===== config.mk =====
export PLATFORM = sky130hd
export DESIGN_NAME = led_fade_pwm
export DESIGN_NICKNAME = d
export VERILOG_FILES = /design/src/rtl/led_fade_pwm.sv
export SDC_FILE = /design/constraint.sdc
export NUM_CORES = 1
export LEC_CHECK = 0
export CORE_MARGIN = 2
export CORE_UTILIZATION = 50
export CTS_CLUSTER_DIAMETER = 150
export DETAILED_ROUTE_END_ITERATION = 7
export GPL_ROUTABILITY_DRIVEN = 0
export PLACE_DENSITY = 0.78
export SKIP_LAST_GASP = 1
export SYNTH_ARGS = -nofsm -noshare
export SYNTH_HDL_FRONTEND = slang
export SYNTH_SLANG_ARGS = --single-unit

===== constraint.sdc =====
create_clock -name clk_i -period 2 [get_ports clk_i]
set_clock_uncertainty 0.15 [all_clocks]
set_input_delay 0.4 -clock clk_i [delete_from_list [all_inputs] [get_ports clk_i]]
set_output_delay 0.4 -clock clk_i [all_outputs]
set_load 0.02 [all_outputs]

===== src/rtl/led_fade_pwm.sv =====
// Per-channel PWM brightness with instant attack and a timed linear decay, polarity applied at the pins.
// Latency: led_i to first lit led_o is 3 clocks; free-running stage with no backpressure.
module led_fade_pwm #(
    parameter int   CLK_IN_MHZ   = 12,
    parameter int   NUM_LEDS     = 8,
    parameter int   PWM_BITS     = 4,
    parameter int   PWM_KHZ      = 1,
    parameter int   DECAY_FRAMES = 8,
    parameter logic LED_POLARITY = 1'b1
) (
    input  logic                clk_i,
    input  logic                rst_i,
    input  logic                enable_i,
    input  logic [NUM_LEDS-1:0] led_i,
    output logic [NUM_LEDS-1:0] led_o,
    output logic                frame_o
);

    localparam int DIV_RAW = (CLK_IN_MHZ * 1000) / (PWM_KHZ * (1 << PWM_BITS));
    localparam int PWM_DIV = (DIV_RAW < 1) ? 1 : DIV_RAW;
    localparam int PRE_W   = (PWM_DIV > 1) ? $clog2(PWM_DIV) : 1;
    localparam int DEC_W   = (DECAY_FRAMES > 1) ? $clog2(DECAY_FRAMES) : 1;

    localparam logic [PWM_BITS-1:0] LMAX     = '1;
    localparam logic [PRE_W-1:0]    PRE_LAST = PRE_W'(PWM_DIV - 1);
    localparam logic [DEC_W-1:0]    DEC_LAST = DEC_W'(DECAY_FRAMES - 1);

    logic [PRE_W-1:0]    prescaler;
    logic [PWM_BITS-1:0] pwm_cnt;
    logic [DEC_W-1:0]    decay_cnt;
    logic [NUM_LEDS-1:0] led_q;
    logic [PWM_BITS-1:0] level [NUM_LEDS];
    logic [NUM_LEDS-1:0] on;
    logic                pwm_tick;
    logic                frame_end;
    logic                decay_tick;

    assign pwm_tick   = (prescaler == PRE_LAST);
    assign frame_end  = pwm_tick && (pwm_cnt == LMAX);
    assign decay_tick = frame_end && (decay_cnt == DEC_LAST);

    always_comb begin
        on = '0;
        for (int i = 0; i < NUM_LEDS; i++) begin
            on[i] = enable_i && (pwm_cnt < level[i]);
        end
    end

    // Timebase keeps running while disabled so frame cadence never shifts.
    always_ff @(posedge clk_i) begin
        if (rst_i) begin
            prescaler <= '0;
            pwm_cnt   <= '0;
            decay_cnt <= '0;
            frame_o   <= 1'b0;
            led_q     <= '0;
            led_o     <= {NUM_LEDS{~LED_POLARITY}};
        end else begin
            prescaler <= pwm_tick ? '0 : prescaler + 1'b1;
            if (pwm_tick) begin
                pwm_cnt <= pwm_cnt + 1'b1;
            end
            if (frame_end) begin
                decay_cnt <= decay_tick ? '0 : decay_cnt + 1'b1;
            end
            frame_o <= frame_end;
            led_q   <= led_i;
            led_o   <= on ^ {NUM_LEDS{~LED_POLARITY}};
        end
    end

    // Attack outranks decay; the nonzero guard makes level saturate at 0.
    always_ff @(posedge clk_i) begin
        for (int i = 0; i < NUM_LEDS; i++) begin
            if (rst_i || !enable_i) begin
                level[i] <= '0;
            end else if (led_q[i]) begin
                level[i] <= LMAX;
            end else if (decay_tick && (level[i] != '0)) begin
                level[i] <= level[i] - 1'b1;
            end
        end
    end

endmodule


==> reports/qor.txt <==
RUN STATUS
--------------------------------------------------------------------------------------------------------
Result of the run                                                                           finished, final reports clean

CLOCKING
--------------------------------------------------------------------------------------------------------
Clock Latency Late Sink                                                                           350 ps
Setup repair bufs after CTS                                                                            0
Clock buffer depth                                                                                     2
Clock tree from TritonCTS                                                                           done
CTS HTree Levels                                                                                       3
Number of CTS-inserted buffers                                                                         9
Cell at the root of the clock tree                                                          sky130_fd_sc_hd__clkbuf_8
Clock sink total                                                                                      66
Post-CTS clock slew at the launch and capture registers of the worst setup and hold paths          80 ps

CRITICAL PATH
--------------------------------------------------------------------------------------------------------
Critical Path AT                                                                                 1940 ps
Maximum fanout along the worst path                                                                    4
CP Data Required Time                                                                            2050 ps
Critical path type                                                                          register to register
Slowest library cell on the worst path                                                      sky130_fd_sc_hd__dfxtp_2
Number of cells on the worst reg-to-reg path                                                           7
Endpoint kind of the worst setup timing path                                                    register
Cell-by-cell listing of the critical path                                                   ha_4, nand3_4, buf_4, nor4_4, buf_4, nand3_1, o21ai_1
Startpoint type of the worst setup path                                                         register
Largest incremental delay on the critical path                                                    370 ps
Cell with the most instances on the worst path                                              sky130_fd_sc_hd__buf_4

PLACEMENT
--------------------------------------------------------------------------------------------------------
Pre-CTS worst setup slack                                                                      -248.6 ps
Number of buffers added on ports                                                                      19
Estimated wirelength of the detail-placed design                                                 5326 um

YOSYS
--------------------------------------------------------------------------------------------------------
Gate Count Post-Synth                                                                                342
Async SR Flop Fraction                                                                                 0
Share of the yosys chip area belonging to registers                                               0.4662
Primary FF master, synth                                                                    sky130_fd_sc_hd__dfxtp_1
Distinct cells, synth                                                                                 35
Synthesized area per cell                                                                      10.29 um2
Seq cells post-synth                                                                                  66
Proportion of netlist area held by the largest area contributor                                   0.2729
Yosys synthesis warning count                                                                          0
Synthesized net count                                                                                390
EDFF count, synth                                                                                     32
Cell type contributing the most total cell area after synthesis                             sky130_fd_sc_hd__edfxtp_1
Post-Synthesis Cell Area                                                                        3521 um2
Top post-synthesis cells by area                                                            sky130_fd_sc_hd__edfxtp_1, sky130_fd_sc_hd__dfxtp_1, sky130_fd_sc_hd__ha_1, sky130_fd_sc_hd__xnor2_1, sky130_fd_sc_hd__o21ai_0

CELLS AND AREA
--------------------------------------------------------------------------------------------------------
Fin nets                                                                                             442
Number of diodes added for antenna fixing                                                              0
Area added between synthesis and finish                                                           21.29%
Fraction of final layout cells sized beyond drive strength 1                                      0.1554

DIE
--------------------------------------------------------------------------------------------------------
Placeable core area                                                                             6794 um2
Total Die Area                                                                                  7729 um2
Chip Height                                                                                     87.92 um
Number of rows created at floorplan                                                                   30
Die outline width                                                                               87.92 um
Effective utilization at floorplan                                                                0.5182
Num ports                                                                                             20

GLOBAL ROUTE
--------------------------------------------------------------------------------------------------------
Largest net degree at the start of global routing                                                     21
Number of global-route vias before repair                                                           2601
GR met2 Demand/Resource                                                                           0.3499
Most crowded layer after global routing                                                             met2
Grt met3 use                                                                                     0.04241
All-Layer GR Usage                                                                                0.2070
GRT overflow                                                                                           0
Wire length of the first global-routing pass                                                    12010 um
Antenna violations before repair                                                                       0
Global-route met1 utilization                                                                     0.2591

TIMING
--------------------------------------------------------------------------------------------------------
Time the worst path needs with I/O delays and setup                                              1894 ps
Setup repair after global routing missed its margin                                                false
Worst-margin pin slew                                                                           391.1 ps
Ratio of final minimum period to clock period                                                     0.9468
Max Transition Viols Final                                                                             0
Accumulated negative setup slack                                                                    0 ps
FMAX                                                                                           528.1 MHz
Final Hold Vio Count                                                                                   0
Final Worst Setup Slack                                                                         106.4 ps
Final setup viols                                                                                      0
Rel. slew slack                                                                                   0.7357

DETAILED ROUTING
--------------------------------------------------------------------------------------------------------
DRC violations left                                                                                    0
Post-route antenna net violation count                                                                 0
Total number of vias                                                                                2647
Detailed-routing iteration count for the pre-antenna-repair pass                                       4
Via-per-instance ratio                                                                             5.347
Post-DR wirelength/cell                                                                         14.93 um
Detailed Route WL                                                                                7392 um
Number of DRC markers after the initial detailed-route iteration                                     122

RUN
--------------------------------------------------------------------------------------------------------
Number of max-capacitance violations reported                                                          0

HOLD PATH
--------------------------------------------------------------------------------------------------------
Kind of path behind the tightest hold check                                                 register to register
Number of cells on the worst hold path                                                                 2

POWER
--------------------------------------------------------------------------------------------------------
Total power                                                                                      2898 uW
Leak pwr                                                                                     0.001722 uW
P per Cell Area                                                                             678.6 nW/um2
Worst vdd rail ir drop                                                                          444.9 uV

[synthesized netlist by cell type (2+ instances only)]
cell type                  instances
sky130_fd_sc_hd__ha_1             37
sky130_fd_sc_hd__dfxtp_1          34
sky130_fd_sc_hd__inv_1            34
sky130_fd_sc_hd__edfxtp_1         32
sky130_fd_sc_hd__o21ai_0          31
sky130_fd_sc_hd__xnor2_1          20
sky130_fd_sc_hd__a21o_1           16
sky130_fd_sc_hd__nand2_1          16
sky130_fd_sc_hd__nor2_1           16
sky130_fd_sc_hd__nand3_1          15
sky130_fd_sc_hd__nand2b_1         11
sky130_fd_sc_hd__nor2b_1          10
sky130_fd_sc_hd__a31oi_1           9
sky130_fd_sc_hd__nor3_1            9
sky130_fd_sc_hd__a211oi_1          8
sky130_fd_sc_hd__a211o_1           7
sky130_fd_sc_hd__xor2_1            5
sky130_fd_sc_hd__a21oi_1           4
sky130_fd_sc_hd__clkbuf_1          4
sky130_fd_sc_hd__nand4_1           4
sky130_fd_sc_hd__and2_1            2
sky130_fd_sc_hd__buf_1             2
sky130_fd_sc_hd__mux2i_1           2
sky130_fd_sc_hd__nor4_1            2
sky130_fd_sc_hd__nor4_4            2
[metal layers]
metal | vias to the layer above | part of all wire
met3 | 8 | 0.040
li1 | 1322 | -
met1 | 1258 | 0.45
met5 | - | 0
met4 | 0 | 0.017
met2 | 59 | 0.50
[per-stage QoR]
| stage | hold slack, ps | cell area, um2 | utilization | instances |
|---|---|---|---|---|
| final | 336.0 | 4270 | 0.6285 | 495 |
| after global routing | 392.3 | 4270 | 0.6285 | 495 |
| after CTS | 333.0 | 4230 | 0.6227 | 495 |
| after detailed placement | 323.5 | 4061 | 0.5978 | 479 |
| after global placement | 307.0 | 4061 | 0.5978 | 479 |
| after floorplan | 300.4 | 3552 | - | 342 |
[flip-flops by register name, summed over array words and instances, names as in the netlist]
register / flops
decay_cnt: 3
level: 32
pwm_cnt: 4
frame_o: 1
led_q: 8
led_o: 8
prescaler: 10
[worst max-delay path, delay by kind of cell (launching register included)]
family / cells / cell delay [ps]
and+or+nand+nor: 3 / 530
DFF: 1 / 370
buffers and inverters: 2 / 340
AOI/OAI and AO/OA: 1 / 200
adders and majority gates: 1 / 170
[cells in the final DEF (no fill, tap or decap), drive strengths merged, types with 2 or more instances in the layout]
| cell type | Yosys | routed |
|---|---|---|
| clkbuf | 4 | 9 |
| edfxtp | 32 | 32 |
| xnor2 | 20 | 20 |
| nor3 | 9 | 9 |
| a211oi | 8 | 8 |
| a21oi | 4 | 4 |
| a211o | 7 | 7 |
| xor2 | 5 | 5 |
| clkinv | 0 | 5 |
| dfxtp | 34 | 34 |
| nand4 | 4 | 4 |
| a21o | 16 | 16 |
| a31oi | 9 | 9 |
| and2 | 2 | 2 |
| buf | 4 | 30 |
| nor4 | 4 | 4 |
| nor2 | 16 | 16 |
| nand2 | 16 | 16 |
| clkdlybuf4s50 | 0 | 19 |
| inv | 34 | 35 |
| nand3 | 16 | 16 |
| nor2b | 10 | 10 |
| ha | 37 | 37 |
| mux2i | 2 | 2 |
| o21ai | 32 | 32 |
| nand2b | 11 | 11 |
[repair_timing]
item                                    in CTS  in global routing
resized for setup                            2                 28
hold buffers                                 0                  0
endpoints found under the setup margin       2                 59
endpoints found under the hold margin        0                  0
pin swaps                                    0                  5
[where the power goes]
| group | internal [uW] | switching (uW) |
|---|---|---|
| sequential | 1480 | 50.4 |
| clock | 446 | 552 |
| combinational | 182 | 183 |
| total | 2110 | 785 |
[path summary, 6_finish.rpt]
kind                              startpoint            to  slack (ps)
worst max-delay path              pwm_cnt[0]  level[0][13]         110
worst min-delay path            decay_cnt[2]  decay_cnt[2]         340
worst max register to register    pwm_cnt[0]  level[0][13]         110
worst min register to register  decay_cnt[2]  decay_cnt[2]         340
[cells by family (layout without fill, tap and decap cells)]
kind of cell,after synthesis,after routing,synth area share
AO/OA/AOI/OAI,78,78,0.1407
multiplexers,2,2,0.005686
XOR/XNOR,25,25,0.06219
AND/OR/NAND/NOR,92,92,0.1464
flip-flops,66,66,0.4662
buffers and inverters,42,99,0.04726
adder cells (fa/ha/maj),37,37,0.1315
[cell type report]
cell class                      count  area [um2]
Timing Repair Buffer               49       427.9
Multi-Input combinational cell    234        1775
Inverter                           34       127.6
Clock inverter                      7       45.04
Fill cell                         558        2524
Tap cell                           96       120.1
Sequential cell                    66        1650
Clock buffer                        9       123.9
(Power assumes the default switching activity.)
